### config.mk
export PLATFORM = sky130hd
export DESIGN_NAME = xxd_hexdump_stream
export DESIGN_NICKNAME = d
export VERILOG_FILES = /design/src/rtl/xxd_pkg.sv /design/src/rtl/xxd_hex_char.sv /design/src/rtl/xxd_hexdump_stream.sv
export SDC_FILE = /design/constraint.sdc
export NUM_CORES = 1
export LEC_CHECK = 0
export BUFFER_PORTS_ARGS = -buffer_cell sky130_fd_sc_hd__buf_2
export CORE_MARGIN = 1.5
export CORE_UTILIZATION = 55
export CTS_CLUSTER_DIAMETER = 150
export DETAILED_ROUTE_END_ITERATION = 8
export PLACE_DENSITY_LB_ADDON = 0.25
export SETUP_SLACK_MARGIN = 0.4
export SLEW_MARGIN = 40
export SYNTH_ARGS = -nofsm -noshare
export SYNTH_HDL_FRONTEND = slang
export SYNTH_SLANG_ARGS = --single-unit
### constraint.sdc
create_clock -name clk -period 2.2 [get_ports clk]
set_input_delay 0.44 -clock clk [delete_from_list [all_inputs] [get_ports clk]]
set_output_delay 0.44 -clock clk [all_outputs]
set_load 0.03 [all_outputs]
### src/rtl/xxd_pkg.sv
// Shared types, character constants and helpers for the xxd hex-dump engine.
// The optional ASCII column is selected with the XXD_ASCII_COL_EN macro.
package xxd_pkg;

   typedef enum logic [3:0] {
      ST_IDLE,
      ST_OFFSET,
      ST_COLON,
      ST_SPACE,
      ST_HEX_HI,
      ST_HEX_LO,
      ST_SEP,
      ST_GET_BYTE,
      ST_PAD,
      ST_ASC_SP,
      ST_ASCII,
      ST_NEWLINE
   } xxd_state_t;

   localparam logic [7:0] CH_COLON = 8'h3a;
   localparam logic [7:0] CH_SPACE = 8'h20;
   localparam logic [7:0] CH_NL    = 8'h0a;
   localparam logic [7:0] CH_DOT   = 8'h2e;

   localparam int MAX_BYTES_PER_LINE = 32;
   localparam int MAX_OFFSET_DIGITS  = 8;

   function automatic logic [7:0] hex_char(input logic [3:0] nib);
      return (nib < 4'd10) ? 8'h30 + {4'h0, nib} : 8'h57 + {4'h0, nib};
   endfunction

   function automatic logic [7:0] asc_char(input logic [7:0] b);
      return (b >= 8'h20 && b <= 8'h7e) ? b : CH_DOT;
   endfunction

   function automatic bit params_ok(input int bpl, input int grp, input int od);
      return bpl >= 1 && bpl <= MAX_BYTES_PER_LINE &&
             grp >= 1 && grp <= bpl &&
             od >= 1 && od <= MAX_OFFSET_DIGITS;
   endfunction

endpackage

### src/rtl/xxd_hex_char.sv
// Nibble to lowercase ASCII hex digit, shared by the offset and byte paths.
module xxd_hex_char
   import xxd_pkg::*;
(
   input  logic [3:0] nib,
   output logic [7:0] ch
);

   assign ch = hex_char(nib);

endmodule

### src/rtl/xxd_hexdump_stream.sv
// Streaming xxd-style hex dump: bytes in, one ASCII character per handshake out.
// Define XXD_ASCII_COL_EN to add the padded printable-character column.
module xxd_hexdump_stream
   import xxd_pkg::*;
#(
   parameter int BYTES_PER_LINE = 16,
   parameter int GROUP          = 2,
   parameter int OFFSET_DIGITS  = 8
) (
   input  logic       clk,
   input  logic       rst_n,
   input  logic [7:0] in_data,
   input  logic       in_valid,
   input  logic       in_last,
   output logic       in_ready,
   output logic [7:0] out_data,
   output logic       out_valid,
   input  logic       out_ready,
   output logic       busy
);

   localparam int OW = 4 * OFFSET_DIGITS;
   localparam int IW = 6;

   if (!params_ok(BYTES_PER_LINE, GROUP, OFFSET_DIGITS)) begin : g_bad_params
      $error("xxd_hexdump_stream: illegal parameter set");
   end

   xxd_state_t    state, state_d;
   logic [OW-1:0] offset, off_sh;
   logic [IW-1:0] idx, grp;
   logic [2:0]    dig;
   logic [7:0]    cur, off_ch, byte_ch;
   logic          last_q, busy_q, line_end, grp_end;

   assign off_sh   = offset >> {dig, 2'b00};
   assign line_end = last_q || (idx == IW'(BYTES_PER_LINE - 1));
   assign grp_end  = (grp == IW'(GROUP - 1));
   assign busy     = busy_q;

   xxd_hex_char u_off_hex (.nib(off_sh[3:0]), .ch(off_ch));
   xxd_hex_char u_byte_hex (
      .nib((state == ST_HEX_HI) ? cur[7:4] : cur[3:0]),
      .ch (byte_ch)
   );

`ifdef XXD_ASCII_COL_EN
   localparam int HEX_FULL = 2 * BYTES_PER_LINE + (BYTES_PER_LINE - 1) / GROUP;
   localparam int LBW = (BYTES_PER_LINE > 1) ? $clog2(BYTES_PER_LINE) : 1;

   logic [7:0]    line_buf [BYTES_PER_LINE];
   logic [6:0]    hex_cnt;
   logic [IW-1:0] aidx, idx_n;
   logic          sp_cnt, hex_done;

   // hex_done: the character now on the bus completes the hex column width
   assign hex_done = (hex_cnt == 7'(HEX_FULL - 1));
   assign idx_n    = idx + IW'(1);

   always_ff @(posedge clk or negedge rst_n) begin
      if (!rst_n) begin
         hex_cnt <= '0;
         aidx    <= '0;
         sp_cnt  <= 1'b0;
         for (int i = 0; i < BYTES_PER_LINE; i++) line_buf[i] <= '0;
      end else begin
         unique case (state)
            ST_IDLE: if (in_valid) begin
               hex_cnt     <= '0;
               aidx        <= '0;
               sp_cnt      <= 1'b0;
               line_buf[0] <= in_data;
            end
            ST_GET_BYTE: if (in_valid) line_buf[idx_n[LBW-1:0]] <= in_data;
            ST_HEX_HI, ST_HEX_LO, ST_SEP, ST_PAD:
               if (out_ready) hex_cnt <= hex_cnt + 7'd1;
            ST_ASC_SP: if (out_ready) sp_cnt <= ~sp_cnt;
            ST_ASCII:  if (out_ready) aidx <= aidx + IW'(1);
            default: ;
         endcase
      end
   end
`endif

   always_comb begin
      state_d   = state;
      in_ready  = 1'b0;
      out_valid = 1'b0;
      out_data  = 8'h00;
      unique case (state)
         ST_IDLE: begin
            in_ready = 1'b1;
            if (in_valid) state_d = ST_OFFSET;
         end
         ST_OFFSET: begin
            out_valid = 1'b1;
            out_data  = off_ch;
            if (out_ready && dig == 3'd0) state_d = ST_COLON;
         end
         ST_COLON: begin
            out_valid = 1'b1;
            out_data  = CH_COLON;
            if (out_ready) state_d = ST_SPACE;
         end
         ST_SPACE: begin
            out_valid = 1'b1;
            out_data  = CH_SPACE;
            if (out_ready) state_d = ST_HEX_HI;
         end
         ST_HEX_HI: begin
            out_valid = 1'b1;
            out_data  = byte_ch;
            if (out_ready) state_d = ST_HEX_LO;
         end
         ST_HEX_LO: begin
            out_valid = 1'b1;
            out_data  = byte_ch;
            if (out_ready) begin
               if (line_end) begin
`ifdef XXD_ASCII_COL_EN
                  state_d = hex_done ? ST_ASC_SP : ST_PAD;
`else
                  state_d = ST_NEWLINE;
`endif
               end else begin
                  state_d = grp_end ? ST_SEP : ST_GET_BYTE;
               end
            end
         end
         ST_SEP: begin
            out_valid = 1'b1;
            out_data  = CH_SPACE;
            if (out_ready) state_d = ST_GET_BYTE;
         end
         ST_GET_BYTE: begin
            in_ready = 1'b1;
            if (in_valid) state_d = ST_HEX_HI;
         end
`ifdef XXD_ASCII_COL_EN
         ST_PAD: begin
            out_valid = 1'b1;
            out_data  = CH_SPACE;
            if (out_ready && hex_done) state_d = ST_ASC_SP;
         end
         ST_ASC_SP: begin
            out_valid = 1'b1;
            out_data  = CH_SPACE;
            if (out_ready && sp_cnt) state_d = ST_ASCII;
         end
         ST_ASCII: begin
            out_valid = 1'b1;
            out_data  = asc_char(line_buf[aidx[LBW-1:0]]);
            if (out_ready && aidx == idx) state_d = ST_NEWLINE;
         end
`endif
         ST_NEWLINE: begin
            out_valid = 1'b1;
            out_data  = CH_NL;
            if (out_ready) state_d = ST_IDLE;
         end
         default: state_d = ST_IDLE;
      endcase
   end

   always_ff @(posedge clk or negedge rst_n) begin
      if (!rst_n) begin
         state  <= ST_IDLE;
         offset <= '0;
         idx    <= '0;
         grp    <= '0;
         dig    <= '0;
         cur    <= '0;
         last_q <= 1'b0;
         busy_q <= 1'b0;
      end else begin
         state <= state_d;
         unique case (state)
            ST_IDLE: if (in_valid) begin
               cur    <= in_data;
               last_q <= in_last;
               idx    <= '0;
               grp    <= '0;
               dig    <= 3'(OFFSET_DIGITS - 1);
               busy_q <= 1'b1;
            end
            ST_OFFSET: if (out_ready && dig != 3'd0) dig <= dig - 3'd1;
            ST_HEX_LO: if (out_ready) grp <= grp_end ? '0 : grp + IW'(1);
            ST_GET_BYTE: if (in_valid) begin
               cur    <= in_data;
               last_q <= in_last;
               idx    <= idx + IW'(1);
            end
            // a full line advances the offset; the dump's final line rewinds it
            ST_NEWLINE: if (out_ready) begin
               idx <= '0;
               if (last_q) begin
                  offset <= '0;
                  busy_q <= 1'b0;
               end else begin
                  offset <= offset + OW'(BYTES_PER_LINE);
               end
            end
            default: ;
         endcase
      end
   end

endmodule

==> results of run 1 <==
logic make-up after synthesis:
logic type | after synthesis | synth area share
simple gates | 154 | 0.238
mux | 29 | 0.0898
buf+inv | 35 | 0.0525
xor+xnor | 26 | 0.0617
fa+ha+maj | 8 | 0.0271
other cells | 1 | 0.00102
compound gates | 80 | 0.143
flops | 57 | 0.386
stage by stage:
stage	hold WS (ns)	utilization
global placement	0.468	0.677
detailed placement	0.474	0.677
floorplan	0.144	-
CTS	0.118	0.884
metal layers:
metal,track usage,GRT overflow
met1,0.855,0
met2,1.13,251
met3,0.589,0
met5,0.0699,0
met4,1.08,158
what timing repair did:
item                                    CTS
endpoints found under the setup margin   56
gates resized for setup                 180
pin swaps                                59
cloned                                    5
setup buffers                            37
==> out/metrics.yaml, run 1 <==
worst_path_end_type: "output port"
root_buffer: "clkbuf_8"
grt_max_degree: 34
synth_fp_nets: 411
io_pins: 24
syn_inst: 390
status: "aborted with a tool error"
io_buffers: 22
error_line: "[ERROR GRT-0232] Routing congestion too high. Check the congestion heatmap in the GUI."
grt-ovfl-total: 409
gp_congestion: 0.879
ctsHtreeMaxLevel: 3
syn_area_mm2: 0.00369
cts.sinks: 57
grt-worst-endpoint: "out_data[1]"
die_w_um: 84.9
ys.flop_type: "dfrtp_1"
rows: 29
dpl.cell_count: 528
ys_top_cells_by_area: "dfrtp_1, mux2_2, xnor2_1"
die_h_um: 84.9
ys_warn_count: 0
ys_ff_latch: 57
yosysMostFrequentCell: "dfrtp_1"
synth_area_leader_cell: "dfrtp_1"
ys_seq_area_frac: 0.386
synth_edf_count: 0
syn_area_per_cell_um2: 9.47
stop_stage: "global routing"
synth_cell_types: 65
place_ws_ns: -0.486
netlist.area_leader.share: 0.386
dpl_cell_area_mm2: 0.00435
async_flop_share: 1.00
start_util: 0.575
grt_usage: 0.884
cts-buffers-inserted: 9
synth_commonest_cells: "dfrtp_1, nor2_1, nand2_1, o21ai_0, xnor2_1"
postCtsHoldBufs: 0
clockBufferDepth: 2
place_hpwl_um: 6370
==> run 2, diff against run 1 <==
--- a/config.mk
+++ b/config.mk
@@ -7,11 +7,9 @@
 export LEC_CHECK = 0
 export BUFFER_PORTS_ARGS = -buffer_cell sky130_fd_sc_hd__buf_2
 export CORE_MARGIN = 1.5
-export CORE_UTILIZATION = 55
-export CTS_CLUSTER_DIAMETER = 150
+export CORE_UTILIZATION = 40
 export DETAILED_ROUTE_END_ITERATION = 8
-export PLACE_DENSITY_LB_ADDON = 0.25
-export SETUP_SLACK_MARGIN = 0.4
+export PLACE_DENSITY_LB_ADDON = 0.15
 export SLEW_MARGIN = 40
 export SYNTH_ARGS = -nofsm -noshare
 export SYNTH_HDL_FRONTEND = slang
==> constraint.sdc (replaced) <==
create_clock -name clk -period 2.86 [get_ports clk]
set_input_delay 0.572 -clock clk [delete_from_list [all_inputs] [get_ports clk]]
set_output_delay 0.572 -clock clk [all_outputs]
set_load 0.03 [all_outputs]
==> out/metrics.yaml, run 2 <==
status: "finished with violations"
violations: "negative setup slack"
synth_area_leader_cell: "dfrtp_1"
setup_viol: 4
antenna_found_initial: 0
async_flop_share: 1.00
gp_congestion: 0.788
final_common_cell: "dfrtp_1"
ys_warn_count: 0
ctsHtreeMaxLevel: 3
maxCapViolCount: 0
startpoint_type: "flop"
route.detailed.drc: 0
ant_nets: 0
fin_total_pwr_w: 0.00423
via_count: 3049
io_buffers: 22
first_pass_iters: 4
place_hpwl_um: 6260
crit_fanout: 5
netlist.area_leader.share: 0.386
dpl_cell_area_mm2: 0.00396
setup_slack_ns: -0.159
path_cells: "buf_4, mux2_2, a221o_1, a211oi_1, mux2i_1, o2bb2ai_2, buf_6"
rows: 34
maxSlewViolCount: 0
design.core.area_mm2: 0.00885
seqCellArea_mm2: 0.00143
grt_max_degree: 26
rsz0062_at_grt: "yes"
crit_slowest_cell: "dfrtp_2"
ys_seq_area_frac: 0.386
drt-initial-drc-count: 112
fill_cells: 832
synth_edf_count: 0
wl_per_cell_um: 16.5
peakVddDrop_uv: 756
cts-buffers-inserted: 9
power.density_mw_per_mm2: 967
post_drt_via_cell_ratio: 5.65
ys_ff_latch: 57
clock_latency_ns: 0.34
cts_tree: "yes"
drive_above_1_share: 0.273
clk_pin_slew_ns: 0.07
yosysMostFrequentCell: "dfrtp_1"
root_buffer: "clkbuf_8"
fin_crit_ns: 3.02
crit_required_ns: 2.29
fin_area_mm2: 0.00437
fmax_mhz: 331
io_pins: 24
n_antenna_cell: 0
critPathKind: "flop to output pin"
ys_top_cells_by_area: "dfrtp_1, mux2_2, xnor2_1"
top_register: "offset"
grt-ovfl-total: 0
dpl.cell_count: 520
syn_area_mm2: 0.00369
hold_viol_final: 0
p_leak_nw: 1.89
wl_um: 8930
cp.arrival_ns: 2.45
dieArea_mm2: 0.00982
tightest_slew_ns: 0.666
start_util: 0.417
postCtsHoldBufs: 0
final_nets: 449
synth_fp_nets: 411
die_w_um: 99.1
slew_headroom: 0.554
hold_path.class: "primary input to async pin"
largest_register_ffs: 28
finalNonFillerCells: 540
multi_input_area_mm2: 0.00220
ys.flop_type: "dfrtp_1"
synth_cell_types: 65
grt_usage: 0.196
slowest_delay_ns: 0.41
final_cell_mix: "dfrtp_1, nor2_1, nand2_1, o21ai_0, buf_4"
grt_pass1_wl_um: 15300
clockBufferDepth: 2
syn_area_per_cell_um2: 9.47
utilization: 0.494
syn_to_final_growth_pct: 18.4
synth_commonest_cells: "dfrtp_1, nor2_1, nand2_1, o21ai_0, xnor2_1"
endpoint_kind: "output pin"
syn_inst: 390
cts.sinks: 57
fin_skew_ns: 0.0108
die_h_um: 99.1
largestRegisters: "offset (28), cur (8)"
fin_crit_sh: 1.06
grt_pass1_vias: 3050
[run 2: cell counts after synthesis]
Identical to the previous run, type by type.
[run 2: critical path: cells and delay by family (launching register included)]
family	cells	cell delay (ns)
flip-flops	1	0.41
multiplexers	2	0.48
buffers and inverters	2	0.32
AO/OA/AOI/OAI	3	0.90
[run 2: cell type report]
| class | instances | area share |
|---|---|---|
| clock buffers | 13 | 0.0386 |
| well taps | 108 | 0.0309 |
| multi-input cells | 298 | 0.503 |
| clock inverters | 2 | 0.0137 |
| repair buffers | 47 | 0.0736 |
| flip-flops and latches | 57 | 0.327 |
| inverters | 15 | 0.0129 |
[run 2: final timing paths]
kind / from / to / slack [ns] / cells after the start
setup / recovery: dig[1] / out_data[2] / -0.16 / 7
hold / removal: rst_n / offset[12] / 0.15 / 1
setup reg to reg: state[3] / offset[31] / 0.67 / 6
hold reg to reg: cur[0] / cur[0] / 0.51 / 1
max in group asynchronous: rst_n / cur[1] / 2.01 / 2
min in group clk: in_data[4] / cur[4] / 0.46 / 2
[run 2: report_power, final]
group          internal, W  leakage, nW  total (W)  switching (W)
registers         0.000958        0.739    0.00110       0.000147
logic             0.000960         1.03    0.00223        0.00127
clock network     0.000558        0.116   0.000890       0.000332
[run 2: cells by family after synthesis]
kind of cell,synth area share
and+or+nand+nor,0.238
AOI/OAI and AO/OA,0.143
DFF,0.386
buffers and inverters,0.0525
muxes,0.0898
xor gates and xnor gates,0.0617
adders and majority gates,0.0271
other,0.00102
[run 2: through the flow]
step | TNS [ns] | hold WS (ns) | setup slack, ns
finish | -0.363 | 0.148 | -0.159
global route | -0.871 | 0.163 | -0.283
CTS | -0.296 | 0.157 | -0.118
detailed placement | -0.0359 | 0.495 | -0.0359
global placement | 0 | 0.490 | 0.0327
floorplan | 0 | 0.276 | 0.115
[run 2: routing by layer]
metal	wire (um)	up-vias	track usage	share of wire
met5	0	-	0	0
met4	138	0	0.0585	0.015
met3	352	17	0.0560	0.039
met2	4180	61	0.310	0.47
met1	4250	1488	0.261	0.48
li1	-	1483	-	-
[run 2: timing repair]
action / in CTS / in global routing
buffers inserted: 4 / 0
hold endpoints to repair: 0 / 0
setup endpoints to repair: 5 / 6
resized for setup: 29 / 6
gates cloned: 1 / 0
pin swaps: 8 / 5
No activity file was read; power rests on OpenSTA's default activity.
